## src/rtl/fetch_pkg.sv

```systemverilog
// Shared types and helpers for the instruction fetch stage.
package fetch_pkg;

  localparam int INSTR_BYTES = 4;

  typedef enum logic [0:0] {
    RUN  = 1'b0,
    HALT = 1'b1
  } fetch_state_t;

  typedef struct packed {
    logic [31:0] pc;
    logic [31:0] instruction;
  } fetch_entry_t;

  // True when the byte address falls inside the populated ROM words.
  function automatic logic addr_in_range(input logic [31:0] addr,
                                         input int unsigned size_words);
    logic [31:0] word_idx;
    word_idx = {2'b00, addr[31:2]};
    return (word_idx < size_words);
  endfunction

endpackage

```

## src/rtl/fetch_queue.sv

```systemverilog
// Two-entry in-order instruction queue with registered head and flush.
// The head entry drives decode directly, so no combinational path reaches it.
module fetch_queue
  import fetch_pkg::*;
#(
  parameter int DEPTH = 2
) (
  input  logic         clock,
  input  logic         reset,
  input  logic         push,
  input  logic         pop,
  input  logic         flush,
  input  fetch_entry_t push_entry,
  output fetch_entry_t head,
  output logic         full,
  output logic         empty
);

  logic [1:0]   count;
  fetch_entry_t head_q;
  fetch_entry_t tail_q;
  logic         pop_eff;
  logic         push_eff;

  assign empty    = (count == 2'd0);
  assign full     = (count == 2'(DEPTH));
  assign pop_eff  = pop && !empty;
  assign push_eff = push && (!full || pop_eff);
  assign head     = head_q;

  // Occupancy: flush wins, simultaneous push and pop leave it unchanged.
  always_ff @(posedge clock or negedge reset) begin
    if (!reset) begin
      count <= 2'd0;
    end else if (flush) begin
      count <= 2'd0;
    end else begin
      case ({push_eff, pop_eff})
        2'b10:   count <= count + 2'd1;
        2'b01:   count <= count - 2'd1;
        default: count <= count;
      endcase
    end
  end

  // Head slot: refilled from the tail on pop, or straight from the push when the tail is empty.
  always_ff @(posedge clock or negedge reset) begin
    if (!reset) begin
      head_q <= '0;
    end else if (!flush) begin
      if (pop_eff) begin
        if (count == 2'd2) begin
          head_q <= tail_q;
        end else if (push_eff) begin
          head_q <= push_entry;
        end
      end else if (push_eff && (count == 2'd0)) begin
        head_q <= push_entry;
      end
    end
  end

  // Tail slot: data only, its validity is tracked by count.
  always_ff @(posedge clock) begin
    if (!flush && push_eff &&
        (((count == 2'd1) && !pop_eff) || ((count == 2'd2) && pop_eff))) begin
      tail_q <= push_entry;
    end
  end

endmodule

```

## src/rtl/instruction_fetch.sv

```systemverilog
// Fetch stage in front of the instruction ROM: owns the pc, pushes
// {pc, rom_data} into a 2-entry queue, handles redirects and halts past the ROM end.
// Optional macro FETCH_MISALIGN_CHECK_EN: misaligned redirects halt and raise
// misaligned_fault; without it redirect targets are forced word-aligned.
module instruction_fetch
  import fetch_pkg::*;
#(
  parameter logic [31:0] RESET_PC       = 32'h0000_0000,
  parameter int unsigned ROM_SIZE_WORDS = 32,
  parameter int          QUEUE_DEPTH    = 2
) (
  input  logic        clock,
  input  logic        reset,
  output logic [31:0] rom_address,
  input  logic [31:0] rom_data,
  input  logic        redirect_valid,
  input  logic [31:0] redirect_pc,
  output logic        out_valid,
  input  logic        out_ready,
  output logic [31:0] out_instruction,
  output logic [31:0] out_pc,
  output logic        halted,
  output logic        misaligned_fault
);

  logic [31:0]  pc;
  fetch_state_t state;
  logic         pc_in_range;
  logic         q_full;
  logic         q_empty;
  logic         push;
  logic         pop;
  fetch_entry_t head;
  fetch_entry_t push_entry;
  logic [31:0]  redirect_target;
  logic         redirect_misaligned;
  logic         redirect_halt;

`ifdef FETCH_MISALIGN_CHECK_EN
  assign redirect_target     = redirect_pc;
  assign redirect_misaligned = (redirect_pc[1:0] != 2'b00);
`else
  assign redirect_target     = redirect_pc & 32'hFFFF_FFFC;
  assign redirect_misaligned = 1'b0;
`endif

  assign redirect_halt = redirect_misaligned ||
                         !addr_in_range(redirect_target, ROM_SIZE_WORDS);
  assign pc_in_range   = addr_in_range(pc, ROM_SIZE_WORDS);

  assign out_valid = !q_empty;
  assign pop       = !redirect_valid && out_valid && out_ready;
  assign push      = !redirect_valid && (state == RUN) && pc_in_range &&
                     (!q_full || pop);
  assign push_entry      = '{pc: pc, instruction: rom_data};
  assign rom_address     = pc;
  assign out_pc          = head.pc;
  assign out_instruction = head.instruction;
  assign halted          = (state == HALT);

  // pc and run/halt state: redirect first, then range check, then advance on push.
  always_ff @(posedge clock or negedge reset) begin
    if (!reset) begin
      pc    <= RESET_PC;
      state <= RUN;
    end else if (redirect_valid) begin
      pc    <= redirect_target;
      state <= redirect_halt ? HALT : RUN;
    end else if (state == RUN) begin
      if (!pc_in_range) begin
        state <= HALT;
      end else if (push) begin
        pc <= pc + 32'(INSTR_BYTES);
      end
    end
  end

`ifdef FETCH_MISALIGN_CHECK_EN
  // Fault is sticky until an aligned, in-range redirect.
  always_ff @(posedge clock or negedge reset) begin
    if (!reset) begin
      misaligned_fault <= 1'b0;
    end else if (redirect_valid) begin
      if (redirect_misaligned) begin
        misaligned_fault <= 1'b1;
      end else if (!redirect_halt) begin
        misaligned_fault <= 1'b0;
      end
    end
  end
`else
  assign misaligned_fault = 1'b0;
`endif

  fetch_queue #(
    .DEPTH (QUEUE_DEPTH)
  ) u_queue (
    .clock      (clock),
    .reset      (reset),
    .push       (push),
    .pop        (pop),
    .flush      (redirect_valid),
    .push_entry (push_entry),
    .head       (head),
    .full       (q_full),
    .empty      (q_empty)
  );

endmodule

```

## config.mk

```make
export PLATFORM = sky130hd
export DESIGN_NAME = instruction_fetch
export DESIGN_NICKNAME = d
export VERILOG_FILES = /design/src/rtl/fetch_pkg.sv /design/src/rtl/fetch_queue.sv /design/src/rtl/instruction_fetch.sv
export SDC_FILE = /design/constraint.sdc
export NUM_CORES = 1
export LEC_CHECK = 0
export ABC_CLOCK_PERIOD_IN_PS = 9400
export CAP_MARGIN = 20
export CORE_UTILIZATION = 30
export CTS_CLUSTER_DIAMETER = 80
export DETAILED_ROUTE_END_ITERATION = 8
export GPL_TIMING_DRIVEN = 0
export PLACE_DENSITY = 0.62
export SLEW_MARGIN = 20
export SYNTH_ARGS = -nofsm -noshare
export SYNTH_HDL_FRONTEND = slang
export SYNTH_HIERARCHICAL = 1
export SYNTH_SLANG_ARGS = --single-unit
export TNS_END_PERCENT = 20
```

## constraint.sdc

```tcl
create_clock -name clock -period 9.4 [get_ports clock]
set_clock_uncertainty 0.1 [all_clocks]
set_input_delay 1.41 -clock clock [delete_from_list [all_inputs] [get_ports clock]]
set_output_delay 1.41 -clock clock [all_outputs]
set_load 0.005 [all_outputs]
```

# After elaboration in Yosys (flattened, before gate mapping)
# Index checks and enable logic that the tools add are counted.
[word_totals]
ff_bits = 163
input_bits = 68
out_inout_bits = 99
elab_cells = 60
[op_classes]
n_bitwise = 2
n_mux = 14
n_reduce_logical = 26
n_eq_ne = 6
magnitude_cmp = 2
add_sub_neg = 3
[ops]
columns = ["operator", "n"]
rows = [
  ["64-bit 2-to-1 mux", 4],
  ["32-bit 2-to-1 mux", 4],
  ["30-bit by 6-bit less-than comparator with 1-bit output (second input constant)", 2],
  ["32-bit by 3-bit adder with 32-bit output (second input constant)", 1],
  ["1-bit logical AND", 12],
  ["3-bit AND reduction", 2],
  ["2-bit nonzero test", 3],
  ["2-bit by 1-bit == test with 1-bit output (second input constant)", 2],
  ["2-bit == test (second input constant)", 2],
  ["1-bit zero test", 4],
  ["1-bit 2-to-1 mux", 4],
  ["2-bit one-hot mux with 2 select lines", 1],
  ["1-bit logical OR", 3],
  ["3-bit by 2-bit != test with 1-bit output (second input constant)", 1],
  ["3-bit nonzero test", 1],
  ["2-bit by 1-bit adder with 2-bit output (second input constant)", 1],
  ["2-bit zero test", 1],
  ["2-bit 2-to-1 mux", 1],
  ["2-bit != test (second input constant)", 1],
  ["1-bit NOT", 2],
  ["2-bit by 1-bit subtractor with 2-bit output (second input constant)", 1],
]

# Depth between registers and ports, before layout
[depth]
word_depth = 10
depth_mapped = 11
ltp_nobuf = 9

# Hierarchy
# Netlist, hierarchy kept.
[by_module_without_submodules]
columns = ["module", "n_inst", "area_each_um2", "seq_area_each_um2", "cells_each"]
rows = [
  ["fetch_queue", 1, 5063.6, 3573.4, 363],
  ["instruction_fetch", 1, 1437.6, 775.7, 119],
]

# Least setup slack after synthesis
# No wires, ideal clock.
[synth_path]
kind = "input -> register"
from = "input port redirect_valid"
to = "register u_queue/tail_q[0] in the netlist's numbering (enable)"
path_buffers = 2
path_slack_ns = 3.074
arrival_ns = 5.719
required_time_ns = 8.793
path_stages = 5
setup_time_ns = 0.507
cell_sequence = "buf_1 clkbuf_1 nor4_1 nand2b_1 a21oi_1"
[synth_via]
elab_chain_len = 8
word_cells_on_any_way = 16
cone_classes = "16 x reduce/logical"
[synth_lines]
columns = ["item", "line", "source"]
rows = [
  ["from (decl)", "instruction_fetch.sv:16", "input logic redirect_valid,"],
  ["1-bit zero test *", "n/a", ""],
  ["1-bit logical AND (2 in a row)", "instruction_fetch.sv:52", "assign pop = !redirect_valid && out_valid && out_ready;"],
  ["1-bit logical OR", "instruction_fetch.sv:54", "(!q_full || pop);"],
  ["1-bit logical AND *", "instruction_fetch.sv:53", "assign push = !redirect_valid && (state == RUN) && pc_in_range &&"],
  ["via push", "instruction_fetch.sv:31", "logic push;"],
  ["1-bit logical AND *", "fetch_queue.sv:28", "assign push_eff = push && (!full || pop_eff);"],
  ["1-bit logical AND * (2 in a row)", "fetch_queue.sv:65", "if (!flush && push_eff &&"],
  ["to (signal assigned)", "fetch_queue.sv:67", "tail_q <= push_entry;"],
  ["to (decl)", "fetch_queue.sv:21", "fetch_entry_t tail_q;"],
]
# Mark *: on every way through the listed nets, which the timed path passes. The rest lies on a longest branch.
# A chain may end at the register's enable or synchronous reset.

# Worst setup path after layout
[layout_path]
from = "input port redirect_valid"
to = "register u_queue/tail_q[58] in the netlist's numbering (enable)"
# Same word-level chain as after synthesis.

==> results_dict.tcl <==
set metrics [dict create \
    status "finished, final reports clean" \
    avgViaCountPerCell 4.70 \
    die_area_um2 22300 \
    ys_ff_latch 161 \
    cts_max_path_buffers 2 \
    start_kind "input port" \
    p_seq_share_pct 47.8 \
    synth_mux_area_share_pct 14.3 \
    cp_data_required_time_ps 9420 \
    gr-usage-all-layers_pct 15.6 \
    swShare_pct 22.2 \
    power_w 0.00167 \
    setup_viol 0 \
    p_per_area_nw_per_um2 182 \
    ff2ff_path_depth 8 \
    chipHeight_um 149 \
    num_rows 53 \
    clk_latency_ps 420 \
    synth_ff_type "dfrtp_1" \
    dr_total_vias 4507 \
    grt_max_degree 53 \
    post-place-cells 928 \
    place.gp.congestion 0.788 \
    use_met1_pct 19.6 \
    arrival_ps 4800 \
    core-area_um2 21200 \
    post_cts_buffers 0 \
    areaGrowthSynthToFinish_pct 41.4 \
    ant_nets 0 \
    drv_slew 0 \
    clkSinkCount 161 \
    antenna_found_initial 0 \
    drt_wl_total_mm 17.0 \
    r2r_slack_ps 5630 \
    ir_worst_vdd_uv 103 \
    rr_startpoint "rom_address[7]" \
    endpoint "u_queue/tail_q[58]" \
    antennaDiodeCount 0 \
    io_pins 167 \
    reg2reg_to "u_queue/tail_q[58]" \
    die_x_um 149 \
    yosysSeqAreaShare_pct 66.9 \
    overflow 0 \
    cts_buffers 17 \
    crit_fanout 17 \
    hold_buffers 0 \
    use_met2_pct 25.7 \
    synthAdderAreaFrac_pct 0.770 \
    path_class "in -> reg" \
    yosys_warnings 6 \
    grt_setup_unrepaired "false" \
    intPower_w 0.00130 \
    p_leak_nw 4.01 \
    top_usage_layer "met2" \
    design_area_um2 9190 \
    initialDrtViolationCount 171 \
    synthArstFlopShare_pct 60.2 \
    tritoncts "yes" \
    critPathCaptureType "register" \
    min_path_type "reg -> reg" \
    power.switching_w 0.000372 \
    drive_gt1_share_pct 12.3 \
    yosysUniqueCellTypes 36 \
    post_dp_cell_area_um2 8600 \
    syn_area_per_cell_um2 13.5 \
    maxCapViolations 0 \
    pwr-share-clk_pct 41.9 \
    use_met3_pct 5.05 \
    start_util_pct 30.7 \
    clk_pin_slew_worst_paths_ps 60 \
    worstMarginPinSlew_ps 898 \
    synth-compound-area-share_pct 7.14 \
    relSlewSlack_pct 39.6 \
    postSynthCellCount 482 \
    cts_root_buf "clkbuf_16" \
    syn_area_um2 6500 \
    min_period_over_period_pct 50.8 \
    route.detailed.drc 0 \
    synth_top_family_by_area "multiplexers" \
    synthSimpleGateAreaFrac_pct 7.60 \
    synth_edf_count 64 \
    hp-start "u_queue/head[14]" \
    fin_nets 744 \
    dp_hpwl_mm 12.1 \
    pwr-share-comb_pct 10.3 \
    fmax_ghz 0.209 \
    htreeDepth 4 \
    grt_pass1_wl_mm 26.4 \
    timing.hold.ws_ps 424 \
    setup_tns_ps 0 \
    drtPass1Iterations 4 \
    port_buffers 161 \
    cp-startpoint "redirect_valid" \
    grt_pass1_vias 4778 \
    hold_viol 0 \
    cts_resized 0 \
    finalNonFillerCells 959 \
    detail_route.wl_per_cell_um 17.7 \
    period_needed_ps 4770 \
    synth_xor_xnor_area_share_pct 0.135 \
]
[cell usage after synthesis (2+ instances only)]
master     n  area [µm²]
buf_4     14         105
ha_1       4        50.1
mux2i_1   66         661
clkbuf_1   4        15.0
o31ai_1    5        37.5
buf_2     10        50.1
dfrtp_1   97        2430
nand2b_1   3        18.8
a211oi_1   2        15.0
inv_1      5        18.8
nor4_1    12        75.1
mux2_2    24         270
nand3b_1   2        15.0
nor2_1    74         278
edfxtp_1  64        1920
nand3_1    2        10.0
or4_1      6        45.0
a21oi_1   65         325
a31oi_1    5        31.3
o21ai_0    2        10.0
[cells in the final DEF (no fill, tap or decap), types with 2 or more instances in the layout]
cell type        instances
buf_4                   14
dfrtp_1                 97
nor2_1                  74
a21oi_1                 64
ha_1                     4
buf_2                   10
or4_1                    6
clkbuf_1                 8
clkdlybuf4s50_1        160
bufinv_16                3
mux2_2                  24
buf_16                   4
inv_1                    5
mux2i_1                 66
nor4_1                  12
edfxtp_1                64
clkinv_2                 2
clkbuf_16               17
clkinv_4                 2
a211oi_1                 2
nand3_1                  2
nand3b_1                 2
o21ai_0                  2
nand2b_1                 3
o31ai_1                  5
a31oi_1                  5
conb_1                   7
[sequential cells by signal, summed over array words and instances (netlist names)]
register,flops
u_queue/count,2
halted,1
u_queue/head,64
u_queue/tail_q,64
rom_address,30
[kinds of logic after synthesis]
family	Yosys count
DFF	161
and+or+nand+nor	106
muxes	90
AOI/OAI and AO/OA	84
buffers and inverters	35
adders and majority gates	4
other	1
xor gates and xnor gates	1
[metrics by stage]
step | worst slack (ps) | util (%)
after floorplan | 3070 | -
after global placement | 6.02 | 40.1
after detailed placement | 4160 | 40.7
after CTS | 4610 | 43.4
after global routing | 4370 | 43.4
final | 4630 | 43.4
[worst min path at each step]
stage,depth (start not counted),endpoint
final,2,u_queue/head[14]
after global routing,2,u_queue/head[13]
after CTS,2,u_queue/head[14]
after detailed placement,2,u_queue/head[14]
after global placement,2,u_queue/head[33]
after floorplan,0,u_queue/tail_q[44]
[power by group through the flow]
stage	sequential, W	clock [W]	combinational, W
2_1_floorplan	0.000807	0	0.0000488
3_3_place_gp	0.000813	0	0.000169
3_5_place_dp	0.000814	0	0.000174
4_1_cts	0.000801	0.000721	0.000175
5_1_grt	0.000806	0.000753	0.000188
6_report	0.000800	0.000701	0.000172
[layout make-up]
cell class | instances | area, µm²
fillers | 1920 | 12000
flip-flops and latches | 161 | 4350
multi-input cells | 292 | 1990
repair buffers | 165 | 1720
clock buffers | 22 | 454
well taps | 275 | 344
plain buffers | 30 | 181
clock inverters | 9 | 134
inverters | 5 | 18.8
[critical path, cell delays in order]
cell	delay, ps
clkdlybuf4s50_1	580
buf_1	350
clkbuf_1	360
nor4_1	860
nand2b_1	210
a21oi_4	610
buf_16	240
buf_16	170
[per-layer routing]
layer / vias to the layer above / share of wire (%)
li1: 2126 / -
met1: 2244 / 45
met2: 123 / 48
met3: 14 / 5.8
met4: 0 / 1.3
met5: - / 0
Note: power is estimated with default switching activity, not from simulation.
==> variant: new RTL, same flow settings <==
Add a define of `FETCH_MISALIGN_CHECK_EN`.
--- a/src/rtl/instruction_fetch.sv
+++ b/src/rtl/instruction_fetch.sv
@@ -2,6 +2,8 @@
 // {pc, rom_data} into a 2-entry queue, handles redirects and halts past the ROM end.
 // Optional macro FETCH_MISALIGN_CHECK_EN: misaligned redirects halt and raise
 // misaligned_fault; without it redirect targets are forced word-aligned.
+`define FETCH_MISALIGN_CHECK_EN
+
 module instruction_fetch
   import fetch_pkg::*;
 #(
Function: changed (a bounded check fails within 4 cycles, from zero or initial values and one cycle with reset low).
==> variant against the unedited design <==
Power up 0.41%; final area rose by 1.3%; largest cell class unchanged; register-to-register slack worse by 0.13 ns; worst setup slack lost 0.051 ns; sequential cell count grew 3; synthesized area rose by 1.5%; critical endpoint is now u_queue/tail_q[3]; routed wire length is 4.5% higher; count of clock-buffer cells in the layout shrank 4.
==> variant: results (changes against the unedited design) <==
Crit path largest cell delay 0.73 ns (was 0.86 ns); Yosys cell types 32 (was 36); drt first pass iters 4 (unchanged); Worst R2R Path Depth 9 (was 8); hold depth 0 (was 2); vias in the first global route 4974 (was 4778); slowest CP cell nor4_1 (unchanged); layout cell share with drive strength beyond 1 12.59% (was 12.28%); crit-path leading delay family simple AND/OR/NAND/NOR gates (was buffers and inverters); Seq/Total Area, Yosys 67.02% (was 66.90%); pin count of the biggest net entering global routing 63 (was 53); hold path start rom_address[1] (was u_queue/head[14]); Slew @ Worst Pin 0.9287 ns (was 0.8982 ns); Area after DPL 8730 sq um (was 8602 sq um); antenna violations before repair 0 (unchanged); Critical Path AT 4.86 ns (was 4.80 ns); PortBufs 166 (was 161); Clk Latency, worst-skew pair 0.43 ns; static leakage 4.053 nW (was 4.010 nW); R2R setup slack 5.50 ns (was 5.63 ns); ys async rst share 60.98% (was 60.25%); Post-synth top cells dfrtp_1 (100), nor2_1 (76), a21oi_1 (66), mux2i_1 (66), edfxtp_1 (64) (was dfrtp_1 (97), nor2_1 (74), mux2i_1 (66)); number of nets in the layout 750 (was 744); Synthesized Nets 561; H-tree depth 4 (unchanged); Fill cells 1951 (was 1920); RR Endpoint u_queue/tail_q[3] (was u_queue/tail_q[58]); grt total ovfl 0 (unchanged); overall routed net length 17740 microns (was 16970 microns); diode count 0 (unchanged); post-CTS resize count 0 (unchanged); Worst Hold End u_queue/tail_q[33] (was u_queue/head[14]); Total GRT Usage 16.17% (was 15.65%); dominant cells by area after synthesis dfrtp_1 (38%), edfxtp_1 (29%), mux2i_1 (10%) (was dfrtp_1 (37%), edfxtp_1 (30%), mux2i_1 (10%)); Setup WS pre-CTS 4.142 ns (was 4.164 ns); internal power 1.274 mW (was 1.302 mW); Final HPWL DP 12680 microns (was 12150 microns); r2r startpoint rom_address[21] (was rom_address[7]); total number of vias 4657 (was 4507); Hold Path Class reg2reg (unchanged); first-pass GRT wire length 27390 microns (was 26380 microns); DR iter-0 viols 212 (was 171); critical path fanouts, max 21 (was 17); Worst VDD drop 0.0001176 V (was 0.0001034 V); GPL Wtd Cong 0.8049 (was 0.7882); status complete, no violations (unchanged)
[variant: logic make-up (layout without fill, tap and decap cells)]
group	Yosys count	count (layout)	synth area share (%)
flops	164	164	67.02
mux	92	92	14.44
fa+ha+maj	4	4	0.7582
simple gates	109	109	7.790
buf+inv	34	236	2.805
xor+xnor	1	1	0.1327
compound gates	85	85	7.051
[variant: final cells by class]
type	instances	share of cell area [%]
flip-flops and latches	164	47.53
multi-input cells	291	21.52
repair buffers	170	19.05
clock buffers	18	4.718
well taps	275	3.696
plain buffers	28	1.747
clock inverters	14	1.505
inverters	6	0.2419
[variant: worst max path at each step]
stage / startpoint / endpoint / slack (ns) / cells after the start
2_1_floorplan: redirect_valid / u_queue/tail_q[0] / 3.08 / 6
3_5_place_dp: redirect_valid / u_queue/tail_q[8] / 4.14 / 10
5_1_grt: redirect_valid / u_queue/tail_q[0] / 4.18 / 10
6_report: redirect_valid / u_queue/tail_q[3] / 4.57 / 10
4_1_cts: redirect_valid / u_queue/tail_q[0] / 4.59 / 10
3_3_place_gp: redirect_valid / u_queue/tail_q[8] / 0.13 / 7
[variant: routing by layer]
layer	wire length, microns	part of all wire, %	track usage, %	vias up
met5	0	0	0	-
met4	312	1.8	5.909	0
met3	1224	6.9	4.758	20
met2	8386	47	25.53	182
met1	7815	44	20.95	2291
li1	-	-	-	2164
[variant: power by group through the flow]
stage	clock network (mW)	logic [mW]	registers (mW)
5_1_grt	0.740	0.193	0.822
3_5_place_dp	0	0.178	0.831
4_1_cts	0.709	0.180	0.817
3_3_place_gp	0	0.173	0.829
2_1_floorplan	0	0.0492	0.822
6_report	0.687	0.177	0.816
[variant: stage by stage]
stage	std cells	hold WS [ns]	total power [mW]	util (%)
floorplan	489	0.3866	0.8716	-
CTS	966	0.4136	1.705	43.73
finish	966	0.4137	1.681	43.73
detailed placement	934	0.3988	1.009	41.01
global placement	930	0.3983	1.002	40.43
global route	966	0.4437	1.755	43.73
